===== config.mk =====
export PLATFORM = sky130hd
export DESIGN_NAME = vending_machine_multi
export DESIGN_NICKNAME = d
export VERILOG_FILES = /design/src/rtl/vend_pkg.sv /design/src/rtl/seg7_hex_decoder.sv /design/src/rtl/vending_machine_multi.sv
export SDC_FILE = /design/constraint.sdc
export NUM_CORES = 1
export LEC_CHECK = 0
export BUFFER_PORTS_ARGS = -buffer_cell sky130_fd_sc_hd__buf_4
export CORE_MARGIN = 2
export CORE_UTILIZATION = 45
export DETAILED_ROUTE_END_ITERATION = 12
export GPL_ROUTABILITY_DRIVEN = 1
export PLACE_DENSITY = 0.75
export SLEW_MARGIN = 5
export SYNTH_ARGS = -nofsm -noshare
export SYNTH_HDL_FRONTEND = slang
export SYNTH_HIERARCHICAL = 1
export SYNTH_SLANG_ARGS = --single-unit

===== constraint.sdc =====
create_clock -name clk -period 7.5 [get_ports clk]
set_input_delay 1.5 -clock clk [delete_from_list [all_inputs] [get_ports clk]]
set_output_delay 1.5 -clock clk [all_outputs]
set_load 0.05 [all_outputs]

===== src/rtl/vend_pkg.sv =====
// Shared state encoding and display constants for the multi-item vending controller.
package vend_pkg;

    typedef enum logic [1:0] {
        IDLE   = 2'd0,
        CREDIT = 2'd1,
        VEND   = 2'd2,
        CHANGE = 2'd3
    } vend_state_t;

    // Active-low {a,b,c,d,e,f,g} patterns for hex digits 0..F.
    localparam logic [6:0] SEG_HEX [16] = '{
        7'b0000001, 7'b1001111, 7'b0010010, 7'b0000110,
        7'b1001100, 7'b0100100, 7'b0100000, 7'b0001111,
        7'b0000000, 7'b0000100, 7'b0001000, 7'b1100000,
        7'b0110001, 7'b1000010, 7'b0110000, 7'b0111000
    };

    localparam logic [6:0] SEG_RESET = 7'b0000001;
    localparam logic [7:0] AN_CREDIT = 8'b1111_1110;
    localparam logic [7:0] AN_CHANGE = 8'b1111_0111;

endpackage


===== src/rtl/seg7_hex_decoder.sv =====
// Combinational 4-bit value to active-low 7-segment pattern; the parent registers it.
module seg7_hex_decoder
    import vend_pkg::*;
(
    input  logic [3:0] value,
    output logic [6:0] seg
);

    assign seg = SEG_HEX[value];

endmodule


===== src/rtl/vending_machine_multi.sv =====
// Multi-item vending controller: coin credit, per-item price/stock, change, cancel,
// inactivity refund and a single 7-segment digit showing credit or last change.
module vending_machine_multi
    import vend_pkg::*;
#(
    parameter int                            NUM_ITEMS   = 4,
    parameter int                            SEL_W       = 2,
    parameter int                            CREDIT_W    = 4,
    parameter int                            MAX_CREDIT  = 15,
    parameter logic [NUM_ITEMS*CREDIT_W-1:0] PRICES      = {4'd7, 4'd5, 4'd3, 4'd2},
    parameter int                            STOCK_W     = 3,
    parameter int                            STOCK_INIT  = 3,
    parameter int                            TIMEOUT_CYC = 1000
) (
    input  logic                clk,
    input  logic                rst,
    input  logic                coin_valid,
    input  logic [CREDIT_W-1:0] coin_val,
    input  logic                sel_valid,
    input  logic [SEL_W-1:0]    sel_item,
    input  logic                cancel,
    input  logic                restock,
    input  logic                disp_sel,
    output logic                coin_reject,
    output logic                sel_error,
    output logic                dispense,
    output logic [SEL_W-1:0]    dispense_item,
    output logic                change_valid,
    output logic [CREDIT_W-1:0] change_val,
    output logic [CREDIT_W-1:0] credit,
    output logic                busy,
    output logic [6:0]          d,
    output logic [7:0]          an
);

    localparam int TO_W = $clog2(TIMEOUT_CYC + 1);
    localparam logic [CREDIT_W:0] MAX_SUM = (CREDIT_W + 1)'(MAX_CREDIT);

    vend_state_t state, state_next;

    logic [STOCK_W-1:0]  stock [NUM_ITEMS];
    logic [TO_W-1:0]     idle_cnt;
    logic                refund_pending;

    logic                in_purchase;
    logic                activity;
    logic                timeout_fire;
    logic                do_cancel;
    logic                do_sel;
    logic                sel_ok;
    logic                sel_hit;
    logic                sel_stock_empty;
    logic [CREDIT_W-1:0] sel_price;
    logic [CREDIT_W:0]   coin_sum;
    logic                coin_ok;
    logic                coin_accept;
    logic                coin_rej;

    logic [CREDIT_W-1:0] credit_nx;
    logic [CREDIT_W-1:0] change_val_nx;
    logic [SEL_W-1:0]    dispense_item_nx;
    logic                dispense_nx;
    logic                change_valid_nx;
    logic                refund_nx;

    logic [3:0]          disp_value;
    logic [6:0]          seg_nx;

    // Price and stock lookup for the requested item; an index with no item leaves sel_hit low.
    always_comb begin
        sel_hit         = 1'b0;
        sel_price       = '0;
        sel_stock_empty = 1'b1;
        for (int i = 0; i < NUM_ITEMS; i++) begin
            if (sel_item == SEL_W'(i)) begin
                sel_hit         = 1'b1;
                sel_price       = PRICES[i*CREDIT_W +: CREDIT_W];
                sel_stock_empty = (stock[i] == '0);
            end
        end
    end

    // Per-cycle request decode with priority cancel > select > coin.
    assign in_purchase  = (state == IDLE) || (state == CREDIT);
    assign activity     = coin_valid || sel_valid || cancel;
    assign timeout_fire = (state == CREDIT) && !activity
                          && (idle_cnt == TO_W'(TIMEOUT_CYC - 1));
    assign do_cancel    = (state == CREDIT) && (cancel || timeout_fire);
    assign do_sel       = in_purchase && sel_valid && !cancel;
    assign sel_ok       = do_sel && sel_hit && !sel_stock_empty && (credit >= sel_price);
    assign coin_sum     = {1'b0, credit} + {1'b0, coin_val};
    assign coin_ok      = (coin_val != '0) && (coin_sum <= MAX_SUM);
    assign coin_accept  = in_purchase && coin_valid && !cancel && !sel_valid && coin_ok;
    assign coin_rej     = coin_valid && !coin_accept;

    always_ff @(posedge clk) begin
        if (rst) begin
            state <= IDLE;
        end else begin
            state <= state_next;
        end
    end

    always_comb begin
        state_next = state;
        case (state)
            IDLE, CREDIT: begin
                if (do_cancel) begin
                    state_next = CHANGE;
                end else if (sel_ok) begin
                    state_next = VEND;
                end else if (coin_accept) begin
                    state_next = CREDIT;
                end
            end
            VEND:    state_next = CHANGE;
            CHANGE:  state_next = IDLE;
            default: state_next = IDLE;
        endcase
    end

    // Refunds announce change one cycle after entering CHANGE, purchases as they enter it,
    // so both paths pulse change_valid two cycles after the request.
    always_comb begin
        credit_nx        = credit;
        change_val_nx    = change_val;
        dispense_item_nx = dispense_item;
        dispense_nx      = 1'b0;
        change_valid_nx  = 1'b0;
        refund_nx        = 1'b0;
        if (do_cancel) begin
            change_val_nx = credit;
            credit_nx     = '0;
            refund_nx     = 1'b1;
        end else if (sel_ok) begin
            dispense_nx      = 1'b1;
            dispense_item_nx = sel_item;
            change_val_nx    = credit - sel_price;
            credit_nx        = '0;
        end else if (coin_accept) begin
            credit_nx = coin_sum[CREDIT_W-1:0];
        end
        if (((state == VEND) || ((state == CHANGE) && refund_pending)) && (change_val != '0)) begin
            change_valid_nx = 1'b1;
        end
    end

    always_ff @(posedge clk) begin
        if (rst) begin
            credit         <= '0;
            change_val     <= '0;
            dispense       <= 1'b0;
            dispense_item  <= '0;
            change_valid   <= 1'b0;
            coin_reject    <= 1'b0;
            sel_error      <= 1'b0;
            busy           <= 1'b0;
            refund_pending <= 1'b0;
            idle_cnt       <= '0;
        end else begin
            credit         <= credit_nx;
            change_val     <= change_val_nx;
            dispense       <= dispense_nx;
            dispense_item  <= dispense_item_nx;
            change_valid   <= change_valid_nx;
            coin_reject    <= coin_rej;
            sel_error      <= do_sel && !sel_ok;
            busy           <= (state_next == VEND) || (state_next == CHANGE);
            refund_pending <= refund_nx;
            if ((state == CREDIT) && !activity && !timeout_fire) begin
                idle_cnt <= idle_cnt + TO_W'(1);
            end else begin
                idle_cnt <= '0;
            end
        end
    end

    // Restock wins over a coincident purchase decrement; counters never go below zero.
    for (genvar i = 0; i < NUM_ITEMS; i++) begin : g_stock
        logic [STOCK_W-1:0] count;

        always_ff @(posedge clk) begin
            if (rst || restock) begin
                count <= STOCK_W'(STOCK_INIT);
            end else if (sel_ok && (sel_item == SEL_W'(i)) && (count != '0)) begin
                count <= count - STOCK_W'(1);
            end
        end

        assign stock[i] = count;
    end

    assign disp_value = disp_sel ? change_val[3:0] : credit[3:0];

    seg7_hex_decoder u_seg7 (
        .value (disp_value),
        .seg   (seg_nx)
    );

    always_ff @(posedge clk) begin
        if (rst) begin
            d  <= SEG_RESET;
            an <= AN_CREDIT;
        end else begin
            d  <= seg_nx;
            an <= disp_sel ? AN_CHANGE : AN_CREDIT;
        end
    end

endmodule


Yosys cells after proc, flatten, opt, wreduce, memory -nomap -nowiden. Memories as Yosys holds them, arrays and structs flattened. A register that Yosys moved wholly into a read port is not among the register bits. Index checks and enable logic that the tools add are counted.

Add/subtract/negate cells: 7. Multipliers: 0. Div/mod/pow operators: 0. $lt $le $gt $ge: 2. Equality and inequality tests: 9. Shift-type cells: 0. Muxes and demuxes: 23. Bitwise logic cells: 3. Reduce and logical (&&, ||, !) cells: 58.

Operators by type and width (number): 2-to-1 mux 4 bit (7); logical AND 1 bit (26); equality test 2 bit, second input constant (6); zero test 3 bit (4); nonzero test 3 bit (4); subtractor 3 x 1 -> 3 bit, second input constant (4); 2-to-1 mux 1 bit (11); adder 10 x 1 -> 10 bit, second input constant (1); equality test 10 bit, second input constant (1); 2-to-1 mux 2 bit (4); nonzero test 4 bit (2); zero test 1 bit (7); logical OR 1 bit (7); one-hot mux 2 bit (3 select lines) (1); OR reduction 2 bit (3); adder 4 x 4 -> 5 bit (1); less-or-equal comparator 5 x 4 -> 1 bit, second input constant (1); inverter 4 -> 5 bit (1); equality test 2 x 1 -> 1 bit, second input constant (2); >= comparator 4 bit (1); zero test 2 bit (2); subtractor 4 bit (1); OR reduction 3 bit (1); inverter 1 bit (2); other kinds (2) (2).

Bits in registers: 48. Bits in latches: 0. Memory bits (writable): 0. ROM bits: 112. Bits of input ports: 13. Output and inout port bits: 30. Memories kept: 1.

Memory list: (no name shown) (depth 16, width 7, read ports 1, clocked after Yosys merged registers in 1, write ports 0, line seg7_hex_decoder.sv:9) `assign seg = SEG_HEX[value];`.

Longest topological paths before layout.
Word-level depth: 13. Gate-level depth with buffers: 10. Mapped depth without buffers: 9.

By module. The synthesis kept the hierarchy.

Modules (own cells, without submodules): vending_machine_multi (times used 1, cells an instance 256, area each 2401.1 µm²); seg7_hex_decoder (times used 1, cells an instance 31, area each 262.8 µm²).

Worst setup path before layout. No wires, ideal clock.

Path type: input to register. From: input sel_item[0]. To: register credit[1]. Library setup time: 0.103 ns. Arrival time: 3.345 ns. Data required time: 7.397 ns. Setup slack: 4.052 ns. Cell stages on the path: 10. Buffers on the path: 1. Path through: or2_1 > ha_1 > inv_1 > fa_1 > a211oi_1 > a21o_2 > a31o_1 > buf_6 > nand2_2 > a2111oi_2.

Word-level cells in the longest chain between the ends: 9. Elaborated cells on any way between the ends: 22.

Ends and longest elaborated chain: start: declaration (line vending_machine_multi.sv:20) `input logic [SEL_W-1:0] sel_item,`; parallel branches: the longest is 7 deep, another holds >= comparator 4 bit; logical AND 1 bit * (line vending_machine_multi.sv:90) `assign sel_ok = do_sel && sel_hit && !sel_stock_empty && (credit >= sel_price);`; OR reduction 3 bit (no line) *; end signal: assignment (line vending_machine_multi.sv:161) `credit <= credit_nx;`; end: declaration (line vending_machine_multi.sv:30) `output logic [CREDIT_W-1:0] credit,`.

Every way passes the cells marked *. A chain may end at the register's enable or synchronous reset.

Worst setup path in the final report. Same ends and word-level chain as after synthesis.

==> metrics <==
run status complete, no violations; sequential standard cell area roughly 960 um^2; Final ANT Viol Nets 0; post-place setup slack 3.59 ns; Worst Tran Pin Value 0.641 ns; # fillers 554; Sw Ratio 28.5%; Pre-antenna DRT Iters 4; nets@finish ~360; Met1 Wirelength 2280 um; register area share after synthesis 36.1%; Power, Total 0.516 mW; RSZ-0062 raised after global routing false; top layer in use met4; period utilisation layout between 40% and 50%; final instance area approximately 3100 um^2; Die Wd 80.9 um; post-CTS resize count 0; DRC 0; first-pass GRT wire length 8480 um; DR vias approximately 2000; detailed-route wire length per cell 12.1 um; reg2reg setup slack 4.88 ns; top post-synthesis cells by area dfxtp_1 36%, ha_1 11%, xnor2_1 3.6%; Cell variety after synth 58; share of cells above drive strength 1 19.4%; area grow syn2layout 14.9%; final setup TNS 0 ns; Clk Latency, worst-skew pair 0.30 ns; Primary FF master, synth dfxtp_1; Internal 0.369 mW; clk buf depth 2; Critical Path Source sel_item[0]; Data required, critical path 7.69 ns; minimum clock period 3.63 ns; Yosys top cell area share 36.1%; CTS tree built; Reg2Reg Depth 9; Final WS setup 3.87 ns; Clock Tree Root clkbuf_8; pin count of the biggest net entering global routing 33; async set-or-reset flop fraction in the synthesized netlist 0%; Clock transition at path regs 0.08 ns; Ys Warns 6; initial drt markers 75; Hold Crit Class register to register; Initial Util between 40% and 50%; Max Cap Viol 0; Final Hold Viols 0; Slew HR 56.8%; RR Endpoint credit[1]; antenna diode count 0; RePlAce Congestion 0.814; final core utilization 52.6%; Post-CTS Hold Fix Bufs 0; Inserted Clock Buffers 5; die area 6550 um^2; io pins 43; CP Capture Type register; Post-DP HPWL between 3000 and 4000 um; critical path arrival 3.82 ns; Via density 5.11; Clock Sinks 48; Tot GR Track Use 16.4%; end of the critical path credit[1]; initial antenna violation count 0; Post-synth EDFFs 0; Vert. Die Dim 80.9 um; vias in the first global route 1947; Psw ~0.15 mW; most common cell after layout, fill and taps aside dfxtp_1; power density over the cells 168 nW/um^2; synthesized instance count 287; Critical Path Start Type primary input; Core Footprint 5820 um^2; met3 WL 205 um; Multi-input gate area 1550 um^2; DR WL met2 2300 um; kind of critical path primary input to register; CTS H-tree depth 2; Post-CTS Setup Repair Bufs 0; placed cell areas approximately 3000 um^2; global route overflow 0; Mapped Area 2660 um^2; # setup viols final 0; Post-Syn Area per Cell 9.28 um^2; Slew Viols, Final 0; combinational share of power 17.9%; Synth area leader dfxtp_1; commonest cells after routing, fill and taps aside 48 x dfxtp_1, 36 x buf_4, 23 x inv_1, 23 x ha_1; FMAX ~280 MHz; skew final 0.0107 ns; Clk pwr share 30.4%; Pleak 1.29 nW; worst r2r src credit[0]; number of port buffers 36; Flop pwr share 51.8%; row count 28; VDD IR max between 90 and 100 uV; Max FO, Critical Path 10; FF+latch count, synth 48; drt total wl 4860 um
-- area by class of cell --
type | count | area share [%]
timing repair buffer | 36 | 8.83
multi-input combinational | 209 | 50.7
clock buffer | 7 | 2.82
inverter | 24 | 2.94
clock inverter | 1 | 0.245
tap | 75 | 3.06
sequential | 48 | 31.4
-- sequential cells by signal, indices dropped and copies added (netlist names) --
| register | flops |
|---|---|
| an | 2 |
| busy | 1 |
| change_val | 4 |
| change_valid | 1 |
| coin_reject | 1 |
| credit | 4 |
| d | 7 |
| dispense | 1 |
| dispense_item | 2 |
| g_stock.count | 12 |
| idle_cnt | 10 |
| refund_pending | 1 |
| sel_error | 1 |
| state | 1 |
-- per-layer routing --
metal	track usage (%)	vias up
met5	0	-
li1	-	1042
met2	27.5	30
met1	20.2	965
met3	4.00	8
met4	6.44	0
-- cell usage after synthesis (2+ instances only) --
cell and instances:
nand2b_1 4, nand3_1 16, xor2_1 8, nand2_1 19, or3b_1 2, or2_1 2, nor3_2 3, mux2i_1 9
buf_4 6, a22oi_1 2, mux2_2 2, nor2_1 19, buf_6 2, clkbuf_1 2, o21a_1 5, nor4_1 2
or3_1 3, nor3_1 7, or2_2 3, a21oi_1 8, dfxtp_1 48, o211ai_1 6, nor2b_1 10, ha_1 23
inv_1 23, o21ai_0 9, xnor2_1 11, fa_1 2, nand4_1 2
-- per-stage QoR --
step | hold slack [ns] | std cells
final | 0.451 | 400
after global routing | 0.472 | 400
after CTS | 0.458 | 400
after detailed placement | 0.443 | 392
after global placement | 0.431 | 392
after floorplan | 0.418 | 292
-- worst min-delay path by stage --
| stage | to | slack [ns] | start | cells after the start |
|---|---|---|---|---|
| 6_report | idle_cnt[0] | 0.45 | idle_cnt[0] | 1 |
| 5_1_grt | idle_cnt[0] | 0.47 | idle_cnt[0] | 1 |
| 4_1_cts | idle_cnt[0] | 0.46 | idle_cnt[0] | 1 |
| 3_5_place_dp | idle_cnt[0] | 0.44 | idle_cnt[0] | 1 |
| 3_3_place_gp | idle_cnt[0] | 0.43 | idle_cnt[0] | 1 |
| 2_1_floorplan | idle_cnt[0] | 0.42 | idle_cnt[0] | 1 |
-- logic make-up after synthesis --
group / Yosys count / synth area share, %
XOR/XNOR: 19 / 6.25
other: 1 / 0.141
AO/OA/AOI/OAI: 45 / 12.5
adder cells (fa/ha/maj): 25 / 12.3
AND/OR/NAND/NOR: 102 / 21.1
buffers and inverters: 35 / 6.34
flip-flops: 48 / 36.1
multiplexers: 12 / 5.21
-- power groups by stage --
| stage | Combinational, mW | Sequential (mW) | Clock, mW |
|---|---|---|---|
| after floorplan | 0.0528 | 0.290 | 0 |
| after global placement | 0.0908 | 0.273 | 0 |
| after detailed placement | 0.0924 | 0.273 | 0 |
| after CTS | 0.0927 | 0.267 | 0.163 |
| after global routing | 0.100 | 0.268 | 0.171 |
| final | 0.0922 | 0.267 | 0.157 |
-- worst max-delay path, cell delays in order --
cell and delay [ns]:
buf_4 0.12, or2_1 0.14, ha_1 0.17, inv_1 0.05
fa_1 0.40, a211oi_1 0.36, a21o_2 0.24, a31o_1 0.34
nand2_2 0.16, a2111oi_2 0.34
Note: power is estimated with default switching activity, not from simulation.
